[src/rtl/fifo_pkg.sv]
// Shared constants and types for the single-clock FIFO.
// Default geometry plus the pointer-width helper used by the top.
package fifo_pkg;

   localparam int FIFO_DATA_W = 8;
   localparam int FIFO_DEPTH  = 16;
   localparam int FIFO_AF_TH  = 14;
   localparam int FIFO_AE_TH  = 2;

   typedef logic [FIFO_DATA_W-1:0] data_ty;

   // A depth-2 FIFO still needs one address bit
   function automatic int ptr_w(input int depth);
      return (depth > 2) ? $clog2(depth) : 1;
   endfunction

endpackage

[src/rtl/fifo_mem.sv]
// FIFO storage array: synchronous write port, asynchronous read port.
// No reset; contents are meaningless until written.
module fifo_mem #(
   parameter int DATA_W = 8,
   parameter int DEPTH  = 16,
   parameter int AW     = 4
) (
   input  logic              clk,
   input  logic              we,
   input  logic [AW-1:0]     wr_addr,
   input  logic [DATA_W-1:0] wr_data,
   input  logic [AW-1:0]     rd_addr,
   output logic [DATA_W-1:0] rd_data
);

   logic [DATA_W-1:0] mem_q [DEPTH];

   always_ff @(posedge clk) begin
      if (we) begin
         mem_q[wr_addr] <= wr_data;
      end
   end

   assign rd_data = mem_q[rd_addr];

endmodule

[src/rtl/fifo_sync_param.sv]
// Single-clock parametrised FIFO with occupancy, thresholds,
// sticky error flags, synchronous flush and optional FWFT output.
module fifo_sync_param
   import fifo_pkg::*;
#(
   parameter int DATA_W = FIFO_DATA_W,
   parameter int DEPTH  = FIFO_DEPTH,
   parameter int AF_TH  = FIFO_AF_TH,
   parameter int AE_TH  = FIFO_AE_TH,
   parameter int FWFT   = 0
) (
   input  logic                       clk,
   input  logic                       rst,
   input  logic                       clr,
   input  logic                       wr_en,
   input  logic [DATA_W-1:0]          data_in,
   input  logic                       rd_en,
   output logic [DATA_W-1:0]          data_out,
   output logic                       full,
   output logic                       empty,
   output logic                       almost_full,
   output logic                       almost_empty,
   output logic [$clog2(DEPTH+1)-1:0] count,
   output logic                       overflow,
   output logic                       underflow
);

   localparam int AW = ptr_w(DEPTH);
   localparam int CW = $clog2(DEPTH + 1);

   typedef logic [AW-1:0] ptr_t;
   typedef logic [CW-1:0] cnt_t;

   ptr_t              wr_ptr_q, wr_ptr_d;
   ptr_t              rd_ptr_q, rd_ptr_d;
   cnt_t              count_q, count_d;
   logic              full_q, full_d;
   logic              empty_q, empty_d;
   logic              af_q, af_d;
   logic              ae_q, ae_d;
   logic              ovf_q, ovf_d;
   logic              udf_q, udf_d;
   logic [DATA_W-1:0] dout_q, dout_d;
   logic              wr_acc, rd_acc, mem_we;
   logic [DATA_W-1:0] mem_rd_data;

   function automatic ptr_t nxt(input ptr_t p);
      return (p == ptr_t'(DEPTH - 1)) ? '0 : p + ptr_t'(1);
   endfunction

   fifo_mem #(
      .DATA_W (DATA_W),
      .DEPTH  (DEPTH),
      .AW     (AW)
   ) u_mem (
      .clk     (clk),
      .we      (mem_we),
      .wr_addr (wr_ptr_q),
      .wr_data (data_in),
      .rd_addr (rd_ptr_q),
      .rd_data (mem_rd_data)
   );

   always_comb begin
      // A word written into an empty FIFO is not readable this cycle
      rd_acc   = rd_en & ~empty_q;
      wr_acc   = wr_en & (~full_q | rd_acc);
      mem_we   = wr_acc & ~clr;
      wr_ptr_d = wr_ptr_q;
      rd_ptr_d = rd_ptr_q;
      count_d  = count_q;
      ovf_d    = ovf_q;
      udf_d    = udf_q;
      dout_d   = dout_q;
      if (clr) begin
         wr_ptr_d = '0;
         rd_ptr_d = '0;
         count_d  = '0;
         ovf_d    = 1'b0;
         udf_d    = 1'b0;
         dout_d   = '0;
      end else begin
         if (wr_acc) begin
            wr_ptr_d = nxt(wr_ptr_q);
         end
         if (rd_acc) begin
            rd_ptr_d = nxt(rd_ptr_q);
            dout_d   = mem_rd_data;
         end
         count_d = count_q + cnt_t'(wr_acc) - cnt_t'(rd_acc);
         ovf_d   = ovf_q | (wr_en & ~wr_acc);
         udf_d   = udf_q | (rd_en & ~rd_acc);
      end
      full_d  = (count_d == cnt_t'(DEPTH));
      empty_d = (count_d == '0);
      af_d    = (count_d >= cnt_t'(AF_TH));
      ae_d    = (count_d <= cnt_t'(AE_TH));
   end

   always_ff @(posedge clk) begin
      if (!rst) begin
         wr_ptr_q <= '0;
         rd_ptr_q <= '0;
         count_q  <= '0;
         full_q   <= 1'b0;
         empty_q  <= 1'b1;
         af_q     <= 1'b0;
         ae_q     <= 1'b1;
         ovf_q    <= 1'b0;
         udf_q    <= 1'b0;
         dout_q   <= '0;
      end else begin
         wr_ptr_q <= wr_ptr_d;
         rd_ptr_q <= rd_ptr_d;
         count_q  <= count_d;
         full_q   <= full_d;
         empty_q  <= empty_d;
         af_q     <= af_d;
         ae_q     <= ae_d;
         ovf_q    <= ovf_d;
         udf_q    <= udf_d;
         dout_q   <= dout_d;
      end
   end

   assign data_out = (FWFT != 0) ? (empty_q ? '0 : mem_rd_data)
                                 : dout_q;

   assign full         = full_q;
   assign empty        = empty_q;
   assign almost_full  = af_q;
   assign almost_empty = ae_q;
   assign count        = count_q;
   assign overflow     = ovf_q;
   assign underflow    = udf_q;

endmodule
[config.mk]
export PLATFORM = sky130hd
export DESIGN_NAME = fifo_sync_param
export DESIGN_NICKNAME = d
export VERILOG_FILES = /design/src/rtl/fifo_pkg.sv /design/src/rtl/fifo_mem.sv /design/src/rtl/fifo_sync_param.sv
export SDC_FILE = /design/constraint.sdc
export NUM_CORES = 1
export LEC_CHECK = 0
export ABC_AREA = 1
export CORE_MARGIN = 2
export CORE_UTILIZATION = 54
export DETAILED_ROUTE_END_ITERATION = 8
export PLACE_DENSITY = 0.87
export SLEW_MARGIN = 5
export SYNTH_ARGS = -nofsm -noshare
export SYNTH_HDL_FRONTEND = slang
export SYNTH_SLANG_ARGS = --single-unit
[constraint.sdc]
create_clock -name clk -period 3 [get_ports clk]
set_clock_uncertainty 0.05 [all_clocks]
set_input_delay 0.9 -clock clk [delete_from_list [all_inputs] [get_ports clk]]
set_output_delay 0.9 -clock clk [all_outputs]
set_load 0.02 [all_outputs]
==> results.md <==
- Starting density of the core: 55.3%
- Max capacitance violation total: 0
- Classification of the worst setup path: input pin to register
- Gate count after technology mapping: 664
- RR Startpoint: empty$_SDFF_PN1_
- Result of the run: finished, final reports clean
- Clock Latency Late Sink: ~0.41 ns
- Average wire per standard cell: 18.7 um
- Worst setup path end: almost_empty$_SDFF_PN1_
- Arrival time at the worst endpoint: 3.11 ns
- Number of nets in the finished design: 738
- Max-slew headroom: 24.7%
- Synth Flop Type: sky130_fd_sc_hd__edfxtp_1
- Number of buffer cells added on primary ports: 31
- Count of boundary I/O pins: 32
- Total of fill cells in the finished design: 853
- Leading post-synthesis cells by cell area: sky130_fd_sc_hd__edfxtp_1 58%, sky130_fd_sc_hd__nand2_1 10%, sky130_fd_sc_hd__dfxtp_1 8.1%
- IR Drop Worst-Case VDD: 422 uV
- Final weighted congestion in routability-driven placement: 0.864
- FF-to-FF path depth: 15
- DRC violation total after the first TritonRoute iteration: 568
- Count of unresolved DRC violations after routing: 0
- Overall die width: 115 um
- Clock sink count: roughly 160
- Inserted Clock Buffers: 17
- Portion of the clock cycle consumed by the worst path in the final layout: 93.6%
- Crit Path Max Fanout: 2
- Critical register-to-register path endpoint: almost_empty$_SDFF_PN1_
- Overall overflow remaining after global route: 0
- Standard cell core area: 12,000 um2
- Standard-cell rows: 40
- TritonCTS clock tree: built
- Layout cells sized above 1: roughly 8.5%
- Synthesis-to-finish area growth: 17.0%
- Global-route wire length before repair: 25,600 um
- Post-synthesis instance area: between 6000 and 7000 um2
- Achievable Freq: 356 MHz
- Commonest cells post-synth: 183 x sky130_fd_sc_hd__nand2_1, 128 x sky130_fd_sc_hd__edfxtp_1, 105 x sky130_fd_sc_hd__inv_1
- Count of warnings emitted by yosys: 0
- Max Transition Viols Final: 0
- Ratio of total power to cell area: 646 nW/um2
- Crit path from: wr_en
- Post-place setup slack: -0.467 ns
- CTS clk-pin slew, worst paths: 0.06 ns
- Global Route met2 Usage: 43.2%
- Via count of the first global-routing pass: 4,995
- Instance count after placement with tap cells included: 842
- Top cell type by total area after synthesis: sky130_fd_sc_hd__edfxtp_1
- Synthesized netlist net count: 688
- Final number of hold-violating endpoints: 0
- Critical path data required time: 3.31 ns
- Register-to-register path setup slack: around 0.64 ns
- Classification of the worst-slack hold path: register to register
- Floorplan die area: 13,200 um2
- Met3 track utilization from global routing: 5.59%
- Number of antenna diodes: 0
- Avg Inst Size Synth: 10.0 um2
- Antenna violations before repair: 0
- Hold Buf Count CTS: 0
- Most used routing layer in global routing: met2
- Overall fraction of global-route tracks in use: between 20 and 30%
- Length of the first detailed-routing pass in iterations: 5
- Overall die height: 115 um
- Post-route antenna net violation count: 0
- Static leakage power: around 0.0032 uW
- Maximum number of buffers from clock root to sink: 2
- Pin count of the biggest net entering global routing: 68
- Register bit total from synthesis: approximately 160
- Number of setup violations in the final report: 0
- Number of distinct library cells after synthesis: 25
- Portion of synthesized cell area occupied by the leading cell type: about 58%
- EDFF count, synth: roughly 130
- Total wire length after detailed routing: between 15,000 and 20,000 um
- Via density per instance: around 5.7
- Cell Count, Final, Fillers Out: 874
- Setup repair after global routing missed its margin: no
- Count of vias placed by the detailed router: between 5k and 6k
- Share of flip-flops with an asynchronous set or reset: 0%
- Most frequent cell after synthesis: sky130_fd_sc_hd__nand2_1
- Slew @ Worst Pin: 1.13 ns
- Hpwl dp: 9780 um
- Final period demand of the worst path: 2.81 ns
- Met1 track demand over resource in global routing: 32.7%
- Setup Buffers After CTS: 0
- Max H-tree Level: 4
- Summed negative setup slack over all endpoints: 0 ns
- Post-route worst setup slack: 0.193 ns
- Startpoint class of the critical path: input pin
- Share of synthesized area occupied by flip-flops and latches: 66.0%
- Clock tree root driver cell: sky130_fd_sc_hd__clkbuf_16
- Setup crit end kind: register
registers in the layout (all words and copies together), names as in the netlist:
name,count
u_mem.mem_q,128
data_out,8
count,5
rd_ptr_q,4
wr_ptr_q,4
almost_empty,1
almost_full,1
empty,1
full,1
overflow,1
underflow,1
cell usage in the layout, fill, tap and decap left out, drive strengths merged:
cell type      synthesis  final
a21oi                 25     25
buf                   17     25
bufinv                 0      1
clkbuf                 8     20
clkdlybuf4s50          0     30
clkinv                 2      9
clkinvlp               0      3
dfxtp                 27     27
dlymetal6s2s           0      1
edfxtp               128    128
fa                     1      1
ha                    10     10
inv                  106    107
nand2                184    184
nand3                 97     97
nand3b                 2      2
nand4                  3      3
nor2                  30     30
nor3                   5      5
o21a                   1      1
o21ai                 14     14
xnor2                  1      1
xor2                   3      3
worst max-delay path, stage by stage:
cell	delay, ns
sky130_fd_sc_hd__clkdlybuf4s50_1	0.51
sky130_fd_sc_hd__nand2_2	0.07
sky130_fd_sc_hd__ha_1	0.28
sky130_fd_sc_hd__inv_1	0.06
sky130_fd_sc_hd__ha_1	0.16
sky130_fd_sc_hd__inv_1	0.06
sky130_fd_sc_hd__fa_2	0.53
sky130_fd_sc_hd__inv_1	0.05
sky130_fd_sc_hd__buf_4	0.13
sky130_fd_sc_hd__nand3_1	0.06
sky130_fd_sc_hd__nand2_1	0.06
sky130_fd_sc_hd__nand3b_1	0.17
sky130_fd_sc_hd__nand2_1	0.07
final cells by class:
type                       instances  area (um2)  share of cell area [%]
clock buffer                      20         447                    5.75
clock inverter                    12        98.8                    1.27
inverter                         108         405                    5.22
multi-input combinational        376        1750                    22.5
sequential                       155        4390                    56.4
tap                              147         184                    2.37
timing repair buffer              56         500                    6.44
repair_timing:
| action | 4_1_cts | 5_1_grt |
|---|---|---|
| gates resized for setup | 1 | 5 |
| pin swaps | 0 | 2 |
| setup endpoints to repair | 1 | 5 |
routing by layer:
layer	part of all wire [%]	vias to the layer above	routed length (um)
met1	38	2343	6170
met4	3.4	0	548
met3	9.3	55	1510
li1	-	2264	-
met2	50	343	8080
met5	0	-	0
report_power, final:
part | switching (uW) | internal (uW)
Combinational | 406 | 219
Clock | 827 | 1150
Sequential | 32.8 | 2380
Total | 1270 | 3750
stage by stage:
step	hold slack (ns)	utilization (%)	instance area, um2	total power (uW)
floorplan	0.424	-	6640	2800
global placement	0.394	60.0	7210	3010
detailed placement	0.404	60.0	7210	3050
CTS	0.412	64.6	7760	5010
global route	0.435	64.7	7770	5180
finish	0.417	64.7	7770	5020
worst min-delay path by stage:
stage / startpoint / to / slack (ns) / cells after the start
4_1_cts: overflow$_SDFF_PP0_ / overflow$_SDFF_PP0_ / 0.41 / 2
3_3_place_gp: overflow$_SDFF_PP0_ / overflow$_SDFF_PP0_ / 0.39 / 2
6_report: overflow$_SDFF_PP0_ / overflow$_SDFF_PP0_ / 0.42 / 2
5_1_grt: overflow$_SDFF_PP0_ / overflow$_SDFF_PP0_ / 0.43 / 2
3_5_place_dp: overflow$_SDFF_PP0_ / overflow$_SDFF_PP0_ / 0.40 / 2
2_1_floorplan: wr_ptr_q[0]$_SDFFE_PP0P_ / wr_ptr_q[0]$_SDFFE_PP0P_ / 0.42 / 2
kinds of logic (layout without fill, tap and decap cells):
kind of cell / count (synthesis) / after routing / synth area share, %
AND/OR/NAND/NOR: 321 / 321 / 20.4
flip-flops: 155 / 155 / 66.0
buffers and inverters: 133 / 196 / 7.86
AO/OA/AOI/OAI: 40 / 40 / 3.05
adder cells (fa/ha/maj): 11 / 11 / 2.19
XOR/XNOR: 4 / 4 / 0.528
No activity file was read; power rests on OpenSTA's default activity.
==> RTL edit: new RTL, same settings <==
Set the package constant `FIFO_DEPTH` to 32 (it was 16).
--- a/src/rtl/fifo_pkg.sv
+++ b/src/rtl/fifo_pkg.sv
@@ -4,5 +4,5 @@
 
    localparam int FIFO_DATA_W = 8;
-   localparam int FIFO_DEPTH  = 16;
+   localparam int FIFO_DEPTH  = 32;
    localparam int FIFO_AF_TH  = 14;
    localparam int FIFO_AE_TH  = 2;
Interface: changed (resized count); port bits go from 32 to 33. No check against the original RTL was run, so the function may have changed too.
==> RTL edit against the original RTL <==
Wire length grew 71%; synthesized area increased by 80%; sequential cell count is 131 higher; setup slack better by 130 ps; sequential power rose by 85%; total power rose by 80%; cell area up 76%; via count grew 66%.
==> RTL edit: results (changes against the original RTL) <==
Synth Area in Compound Gates=1.48% (-1.6 points); Worst Reg-to-Reg Cells=14 (-1); comb_multi_in=707 (+88%); Finished Layout Cells=1460 (+67%); multi-input gate share of total cell area=23.0% (+0.51 points); Seq/Total Area, Yosys=69.4% (+3.4 points); Buffers excl. clock=102 (+82%); pin count of the biggest net entering global routing=83 (+22%); Pleak=5.13 nW (+59%); post-synthesis adder-cell area fraction=1.53% (-0.65 points); DRT iter0 DRCs=936 (+65%); First-pass DRT Iterations=6 (+1); grt met1 use=32.4% (-0.28 points); met2 WL post-DR=13800 um (+70%); post-synth cell types=29 (+16%); Synth area leaders=edfxtp_1 (64%), nand2_1 (12%), nand3_1 (9.1%), dfxtp_1 (5.0%), nor2_1 (1.8%); layout cells sized above 1=10.3% (+1.7 points); buffering overhead=6.46% (+0.023 points); via count=8323 (+66%); R2R Setup Slk=620 ps (-20 ps); all-layer global routing usage=23.8% (-2.1 points); Placed Area=12800 um2 (+78%); syn_nets=1112 (+62%); Clk Latency, worst-skew pair=530 ps (+120 ps); final wirelength=27900 um (+71%); hpwl dp=16800 um (+72%); M1 WL=10800 um (+76%); Critical Path AT=3090 ps (-20 ps); status=finished clean; pre-CTS setup slack=-500 ps (-33.5 ps); global-route wire length before repair=43700 um (+70%); Final Core Density=63.0% (-1.7 points); max reg flops=256 (+100%); GR Util met2=40.1% (-3.0 points); Fillers=1598 (+87%); post-CTS sizing=0 (-1); port bufs=32 (+3.2%); number of CTS-inserted buffers=27 (+10); commonest cells in the netlist=nand2_1 (371), edfxtp_1 (256), nand3_1 (217); fin crit period=2670 ps (-135 ps); Mean Syn Cell Area=11.0 um2 (+10%); Post-Synth XOR/XNOR Area=0.147% (-0.38 points); Clock Tree Buf Depth=3 (+1); clock-cell share of area=6.44% (-0.58 points)
## RTL edit: cell count changes in the layout (fill, tap and decap cells not counted), moves of 3 or more
cell / before / now
nand3_1: 95 / 216
buf_12: 0 / 3
clkbuf_1: 2 / 5
nor2_1: 29 / 55
a21oi_1: 25 / 19
inv_1: 105 / 30
buf_4: 25 / 67
bufinv_16: 1 / 4
edfxtp_1: 128 / 256
clkinv_1: 3 / 7
clkbuf_16: 17 / 27
nand2_1: 182 / 371
## RTL edit: worst min-delay path by stage
stage / start / endpoint / slack (ps) / depth (start not counted)
2_1_floorplan: wr_ptr_q[0]$_SDFFE_PP0P_ / wr_ptr_q[0]$_SDFFE_PP0P_ / 440 / 2
3_3_place_gp: overflow$_SDFF_PP0_ / overflow$_SDFF_PP0_ / 410 / 2
3_5_place_dp: overflow$_SDFF_PP0_ / overflow$_SDFF_PP0_ / 400 / 2
4_1_cts: overflow$_SDFF_PP0_ / overflow$_SDFF_PP0_ / 420 / 2
5_1_grt: overflow$_SDFF_PP0_ / overflow$_SDFF_PP0_ / 460 / 2
6_report: overflow$_SDFF_PP0_ / overflow$_SDFF_PP0_ / 410 / 2
## RTL edit: cells by family after synthesis
logic type | after synthesis
xor+xnor | 2
buf+inv | 92
flops | 286
simple gates | 657
compound gates | 34
fa+ha+maj | 14
## RTL edit: power breakdown
part	leakage, nW	total, mW	internal, mW	switching [mW]
clock network	0.427	3.41	1.99	1.42
registers	2.55	4.46	4.40	0.0566
logic	2.16	1.15	0.402	0.746
total	5.13	9.02	6.80	2.22
## RTL edit: worst max-delay path, delay by kind of cell
kind	cells	cell delay, ps
fa+ha+maj	3	970
buf+inv	4	670
simple gates	7	550
